$ cat config.mk
export PLATFORM = sky130hd
export DESIGN_NAME = snapshot_upload
export DESIGN_NICKNAME = d
export VERILOG_FILES = /design/src/rtl/snapshot_upload.sv
export SDC_FILE = /design/constraint.sdc
export NUM_CORES = 1
export LEC_CHECK = 0
export BUFFER_PORTS_ARGS = -buffer_cell sky130_fd_sc_hd__buf_2
export CORE_MARGIN = 2
export CORE_UTILIZATION = 51
export DETAILED_ROUTE_END_ITERATION = 6
export PLACE_DENSITY = 0.85
export REMOVE_ABC_BUFFERS = 1
export SLEW_MARGIN = 20
export SYNTH_ARGS = -nofsm -noshare
export SYNTH_HDL_FRONTEND = slang
export SYNTH_SLANG_ARGS = --single-unit
$ cat constraint.sdc
create_clock -name clk_sys_i -period 9.9 [get_ports clk_sys_i]
set_input_delay 1.98 -clock clk_sys_i [delete_from_list [all_inputs] [get_ports clk_sys_i]]
set_output_delay 1.98 -clock clk_sys_i [all_outputs]
set_load 0.005 [all_outputs]
$ cat src/rtl/snapshot_upload.sv
// Snapshot upload: serves a 256-byte header from the register-capture store,
// then the CPC RAM image read byte by byte from SDRAM over the ioctl upload channel.
module snapshot_upload #(
  parameter int RAM_PAGES = 8,
  parameter int HDR_BYTES = 256
) (
  input  logic        clk_sys_i,
  input  logic        reset_i,
  input  logic        ce_ref_i,
  input  logic        ioctl_upload_i,
  input  logic        ioctl_rd_i,
  input  logic [24:0] ioctl_addr_i,
  output logic [7:0]  ioctl_din_o,
  output logic        ioctl_wait_o,
  output logic [7:0]  hdr_a_o,
  input  logic [7:0]  hdr_d_i,
  output logic        mem_rd_o,
  output logic [22:0] mem_addr_o,
  input  logic [7:0]  mem_dout_i,
  output logic        busy_o
);

  localparam logic [25:0] RAM_BYTES = 26'(RAM_PAGES) << 14;
  localparam logic [24:0] HDR_LEN   = 25'(HDR_BYTES);

  typedef enum logic [2:0] {
    S_IDLE,
    S_HDR,
    S_RANGE,
    S_MEM_REQ,
    S_MEM_DATA
  } state_t;

  state_t      state_q, state_d;
  logic [7:0]  din_q, din_d;
  logic        wait_q, wait_d;
  logic        mem_rd_q, mem_rd_d;
  logic [22:0] mem_addr_q, mem_addr_d;
  logic [7:0]  hdr_a_q, hdr_a_d;
  logic        busy_q;

  logic [24:0] off;
  logic        is_hdr;
  logic        in_ram;

  // RAM image starts right after the header in the file.
  assign off    = ioctl_addr_i - HDR_LEN;
  assign is_hdr = ioctl_addr_i < HDR_LEN;
  assign in_ram = {1'b0, off} < RAM_BYTES;

  always_comb begin
    state_d    = state_q;
    din_d      = din_q;
    wait_d     = wait_q;
    mem_rd_d   = mem_rd_q;
    mem_addr_d = mem_addr_q;
    hdr_a_d    = hdr_a_q;

    if (!ioctl_upload_i) begin
      // Abort: release the HPS and SDRAM, keep the last byte on din.
      state_d  = S_IDLE;
      wait_d   = 1'b0;
      mem_rd_d = 1'b0;
    end else begin
      case (state_q)
        S_IDLE: begin
          if (ioctl_rd_i) begin
            wait_d = 1'b1;
            if (is_hdr) begin
              hdr_a_d = ioctl_addr_i[7:0];
              state_d = S_HDR;
            end else if (!in_ram) begin
              state_d = S_RANGE;
            end else begin
              // Bit 22 forced low keeps ROM pages out of the export.
              mem_addr_d = {1'b0, off[21:0]};
              state_d    = S_MEM_REQ;
            end
          end
        end
        S_HDR: begin
          din_d   = hdr_d_i;
          wait_d  = 1'b0;
          state_d = S_IDLE;
        end
        S_RANGE: begin
          din_d   = 8'hFF;
          wait_d  = 1'b0;
          state_d = S_IDLE;
        end
        S_MEM_REQ: begin
          if (ce_ref_i) begin
            mem_rd_d = 1'b1;
            state_d  = S_MEM_DATA;
          end
        end
        S_MEM_DATA: begin
          if (ce_ref_i) begin
            din_d    = mem_dout_i;
            mem_rd_d = 1'b0;
            wait_d   = 1'b0;
            state_d  = S_IDLE;
          end
        end
        default: begin
          state_d  = S_IDLE;
          wait_d   = 1'b0;
          mem_rd_d = 1'b0;
        end
      endcase
    end
  end

  always_ff @(posedge clk_sys_i) begin
    if (reset_i) begin
      state_q    <= S_IDLE;
      din_q      <= 8'hFF;
      wait_q     <= 1'b0;
      mem_rd_q   <= 1'b0;
      mem_addr_q <= '0;
      hdr_a_q    <= '0;
      busy_q     <= 1'b0;
    end else begin
      state_q    <= state_d;
      din_q      <= din_d;
      wait_q     <= wait_d;
      mem_rd_q   <= mem_rd_d;
      mem_addr_q <= mem_addr_d;
      hdr_a_q    <= hdr_a_d;
      busy_q     <= ioctl_upload_i;
    end
  end

  assign ioctl_din_o  = din_q;
  assign ioctl_wait_o = wait_q;
  assign mem_rd_o     = mem_rd_q;
  assign mem_addr_o   = mem_addr_q;
  assign hdr_a_o      = hdr_a_q;
  assign busy_o       = busy_q;

endmodule

## Word-level counts from Yosys, hierarchy flattened

Cells that the tools add are included.
Widths: inputs -> output; s select.

- Bits in registers: 44
- Output and inout bits: 42
- Input port bits: 46

- Reductions and logical operators: 10
- Magnitude comparators: 2
- Eq/ne operators: 7
- Bitwise operators: 4
- Mux-type cells: 13
- $add $sub $neg: 1

Operator list:

| cell | count |
|---|---|
| $lt 25x18->1 const B | 1 |
| $lt 25x9->1 const B | 1 |
| $sub 25x9->25 const B | 1 |
| $pmux 8 s3 | 1 |
| $reduce_and 3->1 | 4 |
| $mux 3 | 3 |
| $pmux 3 s3 | 1 |
| $mux 8 | 1 |
| $eq 3x2->1 const B | 2 |
| $ne 2x2->1 const B | 3 |
| $pmux 1 s3 | 2 |
| $reduce_and 5->1 | 1 |
| $mux 1 | 4 |
| $not 1->1 | 4 |
| $reduce_and 4->1 | 1 |
| $eq 3x1->1 const B | 1 |
| $eq 3x3->1 const B | 1 |
| $logic_not 3->1 | 1 |
| $reduce_bool 3->1 | 1 |
| $reduce_or 3->1 | 1 |
| $mux 2 | 1 |
| $reduce_or 2->1 | 1 |

## Longest topological paths before layout

- Depth in word-level cells: 6
- Depth in mapped cells: 9

## Worst setup path before layout

Ideal clock, no wire load.

- Path kind: input -> register
- Start point: input ioctl_addr_i[8]
- End point: register mem_addr_q[4] (netlist: mem_addr_o[4])
- Library setup time: 0.132 ns
- Stages: 7
- Setup slack: 5.392 ns
- Required time: 9.768 ns
- Arrival: 4.375 ns
- Path through: or3_2 -> or3_4 -> or3_4 -> a2111oi_4 -> buf_6 -> mux2i_1 -> nor2_1

- Longest elaborated chain between the ends: 3
- Elaborated cells between the ends (all ways): 5
- Those cells by class: add/sub (1); order compare (2); bitwise (1); reduce/logical (1)

Ends and longest elaborated chain:

| element | line | source |
|---|---|---|
| start: declaration | 12 | `input logic [24:0] ioctl_addr_i,` |
| $sub 25x9->25 / $lt 25x9->1 (equally long branches) | 47, 48 |  |
| $lt 25x18->1 / $not 1->1 (equally long branches) | -- |  |
| $reduce_and 5->1 (no line) (*) | -- |  |
| end signal: assignment | 128 | `mem_addr_q <= mem_addr_d;` |
| end: declaration | 38 | `logic [22:0] mem_addr_q, mem_addr_d;` |

Mark *: on every way between the ends. The rest lies on a longest branch, timed or not.
A chain may end at the register's enable or synchronous reset.

## Worst setup path after layout

- Start point: input ioctl_addr_i[13]
- End point: register mem_addr_q[6] (netlist: mem_addr_o[6])

Same word-level chain as after synthesis.

==> impl_metrics.toml <==
[place]
place_inst = 342
portBuffers = 86
dp_hpwl_um = 3490
place_congestion = 0.870
pre_cts_slack_ps = 4900

[worst_setup_path]
crit_start = "ioctl_addr_i[13]"
start_kind = "primary input"
r2r_cells = 7
cp.required_ps = 10060
cp.arrival_ps = 4830
ff2ff_setup_slack_ps = 7290
cp-end-kind = "flip-flop"
worstPathMaxFanout = 20
r2r_start = "state_q[1]"
path_class = "in2reg"
r2r_end = "mem_addr_o[6]"
crit_end = "mem_addr_o[6]"

[floorplan]
rows = 23
boundaryPins = 88
die_w_um = 67.4
coreArea_um2 = 3940
initial_core_util = 0.520
dieHeight_um = 67.4
dieArea_um2 = 4540

[yosys]
syn_inst = 217
synthArstFlopShare = 0
synth_top_area_share = 0.430
synth_area_um2 = 2050
synth_flop_cell = "dfxtp_1"
synth_cell_types = 44
synth-seq-area-share = 0.430
synth_warnings = 0
avgSynthCellArea_um2 = 9.44
synth_top_cell_by_area = "dfxtp_1"
synth-seq-cells = 44
ys_top_cells_by_area = "dfxtp_1, mux2i_1, nor2_1"
synth_edf_count = 0

[sta]
fmax_ghz = 0.214
hold_viol = 0
setup_tns_ps = 0
grt_setup_unrepaired = "no"
setup_ws_ps = 5220
finalCriticalPeriod_ps = 4680
maxSlewViolCount = 0
final.setup_skew_ps = 4.27
setup_viol = 0
slew_headroom = 0.523
worst_pin_slew_ps = 716
min_period_over_period = 0.473

[clock_tree]
clock_sinks = 44
cts_setup_buffers = 0
cts_tree = "done"
insertion_delay_ps = 290
cts_buffers = 5
cts_hold_buf = 0
clockRootBuffer = "clkbuf_8"
cts_buffer_depth = 2
cts.htree.levels = 2
path_clk_slew_ps = 80
cts.repair.resized = 0

[route]
via_per_inst = 5.51
vias = 1924
wl_per_cell_um = 13.5
drc_errors = 0
first_pass_iters = 4
routed_wl_um = 4730
drtIter0Drc = 102
antenna_left = 0

[finish]
layoutNonFillerInstCount = 349
antennaDiodeCount = 0
fin_nets = 346
final_cell_mix = "buf_2, dfxtp_1, nor2_1"
syn_to_final_growth_pct = 25.3
drive_above_1_share = 0.391
fin_util = 0.651
layout_commonest_cell = "buf_2"

[worst_hold_path]
hold_path.class = "reg2reg"
min_from = "ioctl_din_o[1]"
holdPathStages = 1

[pwr]
p_leak_nw = 1.12
p_per_area_nw_per_um2 = 127
fin_total_pwr_uw = 325
vdd_drop_max_mv = 0.104

[global_routing]
grt_util_met3 = 0.0667
grt_start_max_net_pins = 36
grt_pass1_vias = 1635
use_met2 = 0.330
antenna_found_initial = 0
grt_overflow = 0
grt_first_pass_wirelength_um = 7220
grt_usage = 0.207
busiest_layer = "met2"
grtUsageMet1 = 0.259

[status]
outcome = "completed"

[flow_run]
max-cap-violations = 0
## worst min path at each step
stage / end / slack, ps
floorplan: mem_addr_o[17] / 450
global placement: mem_addr_o[20] / 440
detailed placement: mem_addr_o[19] / 440
CTS: ioctl_din_o[1] / 460
global route: mem_addr_o[17] / 480
finish: ioctl_din_o[1] / 460
## synthesized netlist by cell type, drive strengths merged (4+ instances only)
library cell / instances
nand2: 5
dfxtp: 44
a211oi: 16
inv: 5
a21oi: 4
or3: 4
nor2: 43
o22ai: 10
xnor2: 4
and2: 5
or4: 4
clkbuf: 9
a211o: 9
nand2b: 4
mux2i: 17
## kinds of logic after synthesis
kind of cell,count (synthesis),synth area share
other,1,0.00183
muxes,17,0.0831
adders and majority gates,1,0.00611
xor gates and xnor gates,6,0.0257
and+or+nand+nor,77,0.194
DFF,44,0.430
AOI/OAI and AO/OA,53,0.217
buffers and inverters,18,0.0421
## area by class of cell
cell class | count | area (µm²)
Multi-Input combinational cell | 155 | 1080
Clock buffer | 5 | 68.8
Clock inverter | 2 | 12.5
Sequential cell | 44 | 881
Inverter | 6 | 22.5
Tap cell | 50 | 62.6
Timing Repair Buffer | 87 | 438
Fill cell | 341 | 1380
## state kept, by name (all words and copies together) (netlist names)
register      count
busy_o            1
hdr_a_o           8
ioctl_din_o       8
ioctl_wait_o      1
mem_addr_o       22
mem_rd_o          1
state_q           3
## where the power goes
| part | switching, mW | leakage (nW) | internal [mW] | total, mW |
|---|---|---|---|---|
| Sequential | 0.00178 | 0.356 | 0.180 | 0.181 |
| Clock | 0.0571 | 0.0400 | 0.0478 | 0.105 |
| Combinational | 0.0218 | 0.727 | 0.0172 | 0.0390 |
## metal layers
layer / up-vias / wire [µm]
met3: 6 / 330
li1: 951 / -
met1: 904 / 2070
met4: 0 / 43
met5: - / 0
met2: 63 / 2280
## metrics by stage
step | cell area [µm²] | hold slack (ps)
after floorplan | 1980 | 455
after global placement | 2480 | 437
after detailed placement | 2480 | 438
after CTS | 2570 | 464
after global routing | 2570 | 479
final | 2570 | 461
## worst max-delay path, cell delays in order
cell,delay (ps)
buf_2,120
or4_4,560
or3_4,370
or3_4,390
a2111oi_4,700
buf_4,420
mux2i_1,230
nor2_1,50
No activity file was read; power rests on OpenSTA's default activity.
